`src/rtl/rv32_core_wait.sv`:
```
// Multi-cycle RV32I/RV32E core on a shared req/ack bus with wait states, one transaction in flight.
// Define RV_CORE_HALT_EN to build the Halt state (ecall/ebreak and unknown opcodes stop the core).
module rv32_core_wait #(
   parameter int          ADDR_WIDTH = 30,
   parameter int unsigned RESET_PC   = 0,
   parameter int          NUM_REGS   = 32
) (
   input  logic                  clock,
   input  logic                  reset,
   output logic [ADDR_WIDTH-1:0] bus_addr,
   output logic                  bus_req,
   input  logic                  bus_ack,
   input  logic [31:0]           bus_data_r,
   output logic [31:0]           bus_data_w,
   output logic [3:0]            bus_mask_w,
   output logic                  halted
);

   localparam int RW = $clog2(NUM_REGS);
   localparam logic [ADDR_WIDTH-1:0] PC_INIT = ADDR_WIDTH'(RESET_PC);
   localparam logic [ADDR_WIDTH-1:0] PC_ONE  = ADDR_WIDTH'(1);

   localparam logic [2:0] S_FETCH = 3'd0;
   localparam logic [2:0] S_EXEC  = 3'd1;
   localparam logic [2:0] S_LOAD  = 3'd2;
   localparam logic [2:0] S_STORE = 3'd3;
`ifdef RV_CORE_HALT_EN
   localparam logic [2:0] S_HALT  = 3'd4;
`endif

   localparam logic [4:0] OP_LOAD   = 5'b00000;
   localparam logic [4:0] OP_FENCE  = 5'b00011;
   localparam logic [4:0] OP_IMM    = 5'b00100;
   localparam logic [4:0] OP_AUIPC  = 5'b00101;
   localparam logic [4:0] OP_STORE  = 5'b01000;
   localparam logic [4:0] OP_OP     = 5'b01100;
   localparam logic [4:0] OP_LUI    = 5'b01101;
   localparam logic [4:0] OP_BRANCH = 5'b11000;
   localparam logic [4:0] OP_JALR   = 5'b11001;
   localparam logic [4:0] OP_JAL    = 5'b11011;
   localparam logic [4:0] OP_SYSTEM = 5'b11100;

   logic [2:0]            state;
   logic [31:0]           ir;
   logic [ADDR_WIDTH-1:0] pc;
   logic [2:0]            ld_f3;
   logic [RW-1:0]         ld_rd;
   logic [1:0]            ld_align;
   logic [31:0]           rf [NUM_REGS];

   logic [4:0]            opcode;
   logic [2:0]            f3;
   logic [RW-1:0]         rd_i, rs1_i, rs2_i;
   logic [31:0]           rs1_v, rs2_v;
   logic [31:0]           imm_i, imm_s, imm_b, imm_u, imm_j;
   logic [31:0]           pc_byte, link, jal_t, jalr_t, br_t, mem_addr;
   logic [ADDR_WIDTH-1:0] pc_inc;

   assign opcode  = ir[6:2];
   assign f3      = ir[14:12];
   assign rd_i    = ir[7 +: RW];
   assign rs1_i   = ir[15 +: RW];
   assign rs2_i   = ir[20 +: RW];
   assign rs1_v   = (rs1_i == '0) ? 32'd0 : rf[rs1_i];
   assign rs2_v   = (rs2_i == '0) ? 32'd0 : rf[rs2_i];

   assign imm_i   = {{20{ir[31]}}, ir[31:20]};
   assign imm_s   = {{20{ir[31]}}, ir[31:25], ir[11:7]};
   assign imm_b   = {{19{ir[31]}}, ir[31], ir[7], ir[30:25], ir[11:8], 1'b0};
   assign imm_u   = {ir[31:12], 12'd0};
   assign imm_j   = {{11{ir[31]}}, ir[31], ir[19:12], ir[20], ir[30:21], 1'b0};

   assign pc_inc   = pc + PC_ONE;
   assign pc_byte  = 32'({pc, 2'b00});
   assign link     = 32'({pc_inc, 2'b00});
   assign jal_t    = pc_byte + imm_j;
   assign jalr_t   = (rs1_v + imm_i) & 32'hFFFF_FFFE;
   assign br_t     = pc_byte + imm_b;
   assign mem_addr = rs1_v + ((opcode == OP_STORE) ? imm_s : imm_i);

   function automatic logic [31:0] alu(input logic [2:0] f, input logic [31:0] a, input logic [31:0] b,
                                       input logic alt, input logic sub);
      case (f)
         3'b000:  alu = sub ? a - b : a + b;
         3'b001:  alu = a << b[4:0];
         3'b010:  alu = {31'd0, $signed(a) < $signed(b)};
         3'b011:  alu = {31'd0, a < b};
         3'b100:  alu = a ^ b;
         3'b101:  alu = alt ? 32'($signed(a) >>> b[4:0]) : a >> b[4:0];
         3'b110:  alu = a | b;
         default: alu = a & b;
      endcase
   endfunction

   function automatic logic taken(input logic [2:0] f, input logic [31:0] a, input logic [31:0] b);
      case (f)
         3'b000:  taken = (a == b);
         3'b001:  taken = (a != b);
         3'b100:  taken = $signed(a) <  $signed(b);
         3'b101:  taken = $signed(a) >= $signed(b);
         3'b110:  taken = a <  b;
         3'b111:  taken = a >= b;
         default: taken = 1'b0;
      endcase
   endfunction

   logic                  ex_wr, ex_load, ex_store;
   logic [31:0]           ex_wdata;
   logic [ADDR_WIDTH-1:0] ex_next;
`ifdef RV_CORE_HALT_EN
   logic                  ex_halt;
`endif

   always_comb begin
      ex_wr    = 1'b0;
      ex_wdata = 32'd0;
      ex_next  = pc_inc;
      ex_load  = 1'b0;
      ex_store = 1'b0;
`ifdef RV_CORE_HALT_EN
      ex_halt  = 1'b0;
`endif
      if (ir[1:0] == 2'b11) begin
         case (opcode)
            OP_LUI:    begin ex_wr = 1'b1; ex_wdata = imm_u; end
            OP_AUIPC:  begin ex_wr = 1'b1; ex_wdata = pc_byte + imm_u; end
            OP_IMM:    begin ex_wr = 1'b1; ex_wdata = alu(f3, rs1_v, imm_i, ir[30], 1'b0); end
            OP_OP:     begin ex_wr = 1'b1; ex_wdata = alu(f3, rs1_v, rs2_v, ir[30], ir[30]); end
            OP_JAL:    begin ex_wr = 1'b1; ex_wdata = link; ex_next = jal_t[ADDR_WIDTH+1:2]; end
            OP_JALR:   begin ex_wr = 1'b1; ex_wdata = link; ex_next = jalr_t[ADDR_WIDTH+1:2]; end
            OP_BRANCH: begin
               if (taken(f3, rs1_v, rs2_v)) ex_next = br_t[ADDR_WIDTH+1:2];
            end
            OP_LOAD:   ex_load  = 1'b1;
            OP_STORE:  ex_store = 1'b1;
            OP_FENCE:  begin end
            OP_SYSTEM: begin
`ifdef RV_CORE_HALT_EN
               ex_halt = (f3 == 3'b000);
`endif
            end
            default:   begin
`ifdef RV_CORE_HALT_EN
               ex_halt = 1'b1;
`endif
            end
         endcase
      end else begin
`ifdef RV_CORE_HALT_EN
         ex_halt = 1'b1;
`endif
      end
   end

   // Store lanes: shifting a 4-bit mask in 4-bit context drops lanes past byte 3.
   logic [3:0]  st_base, st_mask;
   logic [31:0] st_data;
   always_comb begin
      case (f3[1:0])
         2'b00:   st_base = 4'b0001;
         2'b01:   st_base = 4'b0011;
         default: st_base = 4'b1111;
      endcase
      st_mask = st_base << mem_addr[1:0];
      st_data = rs2_v << {mem_addr[1:0], 3'b000};
   end

   logic [31:0] ld_sh, ld_val;
   always_comb begin
      ld_sh = bus_data_r >> {ld_align, 3'b000};
      case (ld_f3)
         3'b000:  ld_val = {{24{ld_sh[7]}}, ld_sh[7:0]};
         3'b001:  ld_val = {{16{ld_sh[15]}}, ld_sh[15:0]};
         3'b100:  ld_val = {24'd0, ld_sh[7:0]};
         3'b101:  ld_val = {16'd0, ld_sh[15:0]};
         default: ld_val = ld_sh;
      endcase
   end

   logic          rf_we;
   logic [RW-1:0] rf_wa;
   logic [31:0]   rf_wd;
   assign rf_we = !reset && ((state == S_EXEC && ex_wr) || (state == S_LOAD && bus_ack));
   assign rf_wa = (state == S_LOAD) ? ld_rd : rd_i;
   assign rf_wd = (state == S_LOAD) ? ld_val : ex_wdata;

   always_ff @(posedge clock) begin
      if (rf_we && rf_wa != '0) rf[rf_wa] <= rf_wd;
   end

   // Reset masks the request so no spurious transaction is shown while the state sits at Fetch.
   assign bus_req = !reset && (state == S_FETCH || state == S_LOAD || state == S_STORE);

`ifdef RV_CORE_HALT_EN
   assign halted = (state == S_HALT);
`else
   assign halted = 1'b0;
`endif

   always_ff @(posedge clock) begin
      if (reset) begin
         state      <= S_FETCH;
         pc         <= PC_INIT;
         bus_addr   <= PC_INIT;
         bus_mask_w <= 4'd0;
         bus_data_w <= 32'd0;
         ir         <= 32'd0;
         ld_f3      <= 3'd0;
         ld_rd      <= '0;
         ld_align   <= 2'd0;
      end else begin
         case (state)
            S_FETCH: if (bus_ack) begin
               ir    <= bus_data_r;
               state <= S_EXEC;
            end
            S_EXEC: begin
               if (ex_load) begin
                  ld_f3    <= f3;
                  ld_rd    <= rd_i;
                  ld_align <= mem_addr[1:0];
                  bus_addr <= mem_addr[ADDR_WIDTH+1:2];
                  state    <= S_LOAD;
               end else if (ex_store) begin
                  bus_mask_w <= st_mask;
                  bus_data_w <= st_data;
                  bus_addr   <= mem_addr[ADDR_WIDTH+1:2];
                  state      <= S_STORE;
`ifdef RV_CORE_HALT_EN
               end else if (ex_halt) begin
                  state <= S_HALT;
`endif
               end else begin
                  pc       <= ex_next;
                  bus_addr <= ex_next;
                  state    <= S_FETCH;
               end
            end
            S_LOAD: if (bus_ack) begin
               pc       <= pc_inc;
               bus_addr <= pc_inc;
               state    <= S_FETCH;
            end
            S_STORE: if (bus_ack) begin
               bus_mask_w <= 4'd0;
               pc         <= pc_inc;
               bus_addr   <= pc_inc;
               state      <= S_FETCH;
            end
            default: state <= state;
         endcase
      end
   end

endmodule

```
`config.mk`:
```
export PLATFORM = sky130hd
export DESIGN_NAME = rv32_core_wait
export DESIGN_NICKNAME = d
export VERILOG_FILES = /design/src/rtl/rv32_core_wait.sv
export SDC_FILE = /design/constraint.sdc
export NUM_CORES = 2
export LEC_CHECK = 0
export CORE_ASPECT_RATIO = 0.75
export CORE_MARGIN = 2
export CORE_UTILIZATION = 38
export CTS_CLUSTER_DIAMETER = 150
export CTS_CLUSTER_SIZE = 28
export DETAILED_ROUTE_END_ITERATION = 7
export PLACE_DENSITY = 0.62
export SYNTH_ARGS = -nofsm -noshare
export SYNTH_HDL_FRONTEND = slang
export SYNTH_SLANG_ARGS = --single-unit
```
`constraint.sdc`:
```
create_clock -name clock -period 13.1 [get_ports clock]
set_clock_uncertainty 0.05 [all_clocks]
set_input_delay 2.62 -clock clock [delete_from_list [all_inputs] [get_ports clock]]
set_output_delay 2.62 -clock clock [all_outputs]
set_load 0.03 [all_outputs]
```
# Word-level counts from Yosys, hierarchy flattened
# Memory sizes are Yosys's and may differ from the RTL's. A register that Yosys moved wholly into a read port is not among the register bits.
# Cells that the tools add are included.
# Widths: inputs -> output; s select.
op_classes:
  addsub: 8
  multipliers: 0
  div: 0
  order_cmp: 6
  n_eq_ne: 31
  n_shift: 9
  muxes: 48
  n_bitwise: 7
  reduce_logical: 30
op_table:
  columns: ["op", "count"]
  rows:
  - ["$pmux 32 s7", 2]
  - ["$mux 32", 7]
  - ["$mux 30", 7]
  - ["$add 32x32->32", 6]
  - ["$pmux 32 s5", 1]
  - ["$pmux 32 s4", 1]
  - ["$pmux 30 s2", 2]
  - ["$lt 32x32->1", 3]
  - ["$shl 32x5->32", 3]
  - ["$shr 32x5->32", 3]
  - ["$pmux 30 s3", 1]
  - ["$and 32x32->32", 2]
  - ["$ge 32x32->1", 2]
  - ["$or 32x32->32", 2]
  - ["$sshr 32x5->32", 2]
  - ["$xor 32x32->32", 2]
  - ["$eq 32x32->1", 1]
  - ["$lt 32x12->1", 1]
  - ["$ne 32x32->1", 1]
  - ["$sub 32x32->32", 1]
  - ["$add 30x1->30 const B", 1]
  - ["$mux 5", 6]
  - ["$eq 3x3->1 const B", 6]
  - ["$pmux 4 s2", 2]
  - ["other kinds (31)", 74]
word_totals:
  regBits: 141
  latch_bits: 0
  ramBits: 1024
  romBits: 0
  inputBits: 35
  output_inout_bits: 68
  wordCells: 149
  mem_count: 1
memory_table:
  columns: ["name", "depth", "width", "read_ports", "rd_ports_with_merged_regs", "wr", "line_no", "text"]
  rows:
  - ["rf", 32, 32, 2, 2, 1, "49", "logic [31:0] rf [NUM_REGS];"]

# Longest topological paths before layout
logic_depth:
  word_depth: 12
  mapped_depth: 28
  depth_no_buf: 21

# Worst setup path before layout
# Ideal clock, no wire load.
synth_timing:
  path_type: "flip-flop to flip-flop"
  from: "register with a tool-made name"
  to: "memory rf[0][25] (data pin)"
  setup_time_ns: 0.467
  t_arrival_ns: 7.092
  required_time_ns: 12.583
  setup_slack_ns: 5.491
  stages_incl_launch_ff: 24
  n_path_buf: 7
  synth_period_minus_slack_ns: 7.609
  path_cell_list: "dfxtp_1 buf_2 buf_4 buf_4 buf_2 buf_1 buf_2 mux4_2 mux4_2 mux2i_1 nor2_1 inv_1 ha_1 clkbuf_1 or3_1 or3_1 or4b_2 a21oi_1 a21oi_1 mux2i_1 xnor2_1 nor2_1 o221ai_1 a211oi_1"
synth_rtl:
  columns: ["item", "line_no"]
  rows:
  - ["end, declared", "49"]

==> summary.md <==
| Metric | Value |
|---|---|
| Outcome | `finished with violations` |
| Failing checks | `design-rule violations, max-capacitance violations, max-slew violations` |
| Post-Layout Cell Count | `9800` |
| Worst EP arrival | `10.54 ns` |
| Final hold violation count | `0` |
| PwrDens | `114 nW/um^2` |
| Worst hold slack | `0.416 ns` |
| Max Cap Viol | `5` |
| Clk sinks | `between 1000 and 1500` |
| Syn Area/Cell | `11.2 sq um` |
| Largest net degree at the start of global routing | `111` |
| Wirelength per Cell | `43.5 um` |
| Setup bufs post-CTS | `0` |
| Cells after Synth | `just over 7000` |
| Number of CTS-inserted buffers | `49` |
| Synth top area cells | `edfxtp_1 39%, mux4_2 13%, mux2i_1 5.2%` |
| Crit-path slowest cell | `nand3_1` |
| Worst vdd ir | `0.122 mV` |
| RSZ-0062 raised after global routing | `false` |
| Overflow after GRT | `0` |
| Final Setup Violations | `0` |
| DP HPWL | `311000 um` |
| Initial core utilization | `38.3%` |
| CTS Root Cell | `clkbuf_16` |
| Critical path fanouts, max | `45` |
| Tmin final | `10.43 ns` |
| Global-route wire length before repair | `568000 um` |
| Total power | `between 9 and 10 mW` |
| CP Buf/Inv Count | `3` |
| Clk Latency, worst-skew pair | `around 0.80 ns` |
| Final Max Tran Viols | `8` |
| DP Worst Slack | `3.10 ns` |
| Min-Delay Path Class | `flip-flop to flip-flop` |
| Core footprint | `206000 sq um` |
| Pre-Repair DR Iteration Count | `8` |
| Top FF cell, synth | `edfxtp_1` |
| H-tree depth | `2` |
| # port buffers | `101` |
| Asr flop ratio synth | `0%` |
| Most frequent cell after synthesis | `edfxtp_1` |
| Max transition margin | `-10.2%` |
| Hold_buf cts | `0` |
| Initial antenna violation count | `44` |
| Final Wtd Congestion | `around 1.1` |
| Crit share post-route | `roughly four fifths` |
| CP cell instances | `buf_4, and2b_1, a22oi_1, a21oi_1, nor4_2, nand2_1, inv_1, ha_1, inv_1, fa_1, o21bai_1, a21oi_1, o31ai_1, a21boi_1, o21ai_0, nor2_1, a21oi_1, o21ai_0, o311ai_1, nand3_1` |
| Fmax | `95.8 MHz` |
| Sequential share of the synthesized area | `42.7%` |
| Routed vias/inst | `7.17` |
| Number of remaining DRC errors | `38` |
| Cell Area, Synth | `about 79000 sq um` |
| CTS clk-pin slew, worst paths | `0.12 ns` |
| Layout cells sized above 1 | `15.5%` |
| Nets | `7285` |
| Resized cells post-CTS | `0` |
| Post-synth EDFFs | `1024` |
| Number of synthesized register bits | `1174` |
| Area growth, synth to finish | `7.69%` |
| Ys Warns | `0` |
| CP Class | `flip-flop to flip-flop` |
| Synth top area share | `38.9%` |
| Critical Path End Type | `flip-flop` |
| Startpoint class of the critical path | `flip-flop` |
| Final setup margin | `roughly 2.7 ns` |
| TritonCTS clock tree | `yes` |
| Post-synth top area cell | `edfxtp_1` |
| Inst Count DP | `9712` |
| Final WL | `427000 um` |
| CTS max path bufs | `3` |
| Leak | `27.6 nW` |
| GRT Total Usage | `39.3%` |
| Die ar. | `roughly 210000 sq um` |
| Via Count | `~70000` |
| TNS Setup | `0 ns` |
| Row count | `roughly 140` |
| Yosys cell types | `124` |
| Critical Path Max Stage Delay | `1.19 ns` |
| Antenna viol nets, final | `0` |
| Worst path top cell family by delay | `compound AO/OA/AOI/OAI gates` |
| Drt first-iter violations | `~15000` |
| Worst EP required | `between 10 and 15 ns` |
| Commonest cells in the netlist | `1024 x edfxtp_1, 558 x nor2_1, 534 x nand2_1` |
| # IOs | `103` |
| Die H | `399 um` |
| Die X | `about 530 um` |
| Vias in the first global route | `~63000` |
| Slew @ Worst Pin | `1.64 ns` |
| Most Frequent Cell on Critical Path | `a21oi_1` |
==> report_power, final <==
part	switching (mW)	leakage, nW	internal [mW]
Clock	1.23	0.691	0.719
Combinational	2.74	16.5	0.957
Sequential	0.0644	10.4	4.02
==> layer usage <==
metal,track usage [%],share of wire [%]
met2,47.8,36
met4,11.2,3.6
met1,57.1,42
met5,0.520,0.16
met3,22.8,19
==> final timing paths <==
| kind | depth (start not counted) | endpoint | slack, ns | startpoint |
|---|---|---|---|---|
| max | 20 | rf[23][12] | 2.67 | flip-flop |
| min | 2 | bus_mask_w[2] | 0.42 | bus_mask_w[2] |
| max reg2reg | 20 | rf[23][12] | 2.67 | flip-flop |
| min reg2reg | 2 | bus_mask_w[2] | 0.42 | bus_mask_w[2] |
==> registers in the layout (all words and copies together), names as in the netlist, named ones only <==
signal	cells
pc	30
ld_rd	5
ir	32
ld_f3	3
bus_addr	30
state	2
ld_align	2
rf	1024
bus_data_w	32
bus_mask_w	4
==> worst min-delay path, cell delays in order, from the launching register on <==
cell     delay, ns
dfxtp_1       0.33
nand2_1       0.05
a21oi_1       0.05
==> cell usage in the layout (no fill, tap or decap), types with 160 or more instances in the layout <==
cell type and n:
mux4_2 464, inv_1 199, o21ai_0 465, a22oi_1 160
mux2i_1 410, ha_1 253, nand2_1 534, a21oi_1 470
buf_4 298, nor2_1 519, edfxtp_1 1024
==> through the flow <==
stage          util (%)  instance area [sq um]
5_1_grt            41.3                  85100
6_report           41.3                  85100
3_5_place_dp       40.6                  83600
3_3_place_gp       40.6                  83600
2_1_floorplan         -                  79200
4_1_cts            41.3                  85100
==> cells by family after synthesis <==
family	Yosys count	share of synthesized area [%]
adder cells (fa/ha/maj)	260	4.18
buffers and inverters	784	4.81
XOR/XNOR	172	1.91
flip-flops	1174	42.7
multiplexers	932	19.5
other	1	0.00474
AO/OA/AOI/OAI	2016	16.9
AND/OR/NAND/NOR	1720	10.0
==> area by class of cell <==
cell class	count	area, sq um
Clock inverter	7	151
Multi-Input combinational cell	5133	42100
Tap cell	2774	3470
Clock buffer	68	1300
Inverter	228	866
Sequential cell	1174	33800
Fill cell	19590	121000
Timing Repair Buffer	404	3350
Antenna cell	12	30.0
Note: power is estimated with default switching activity, not from simulation.
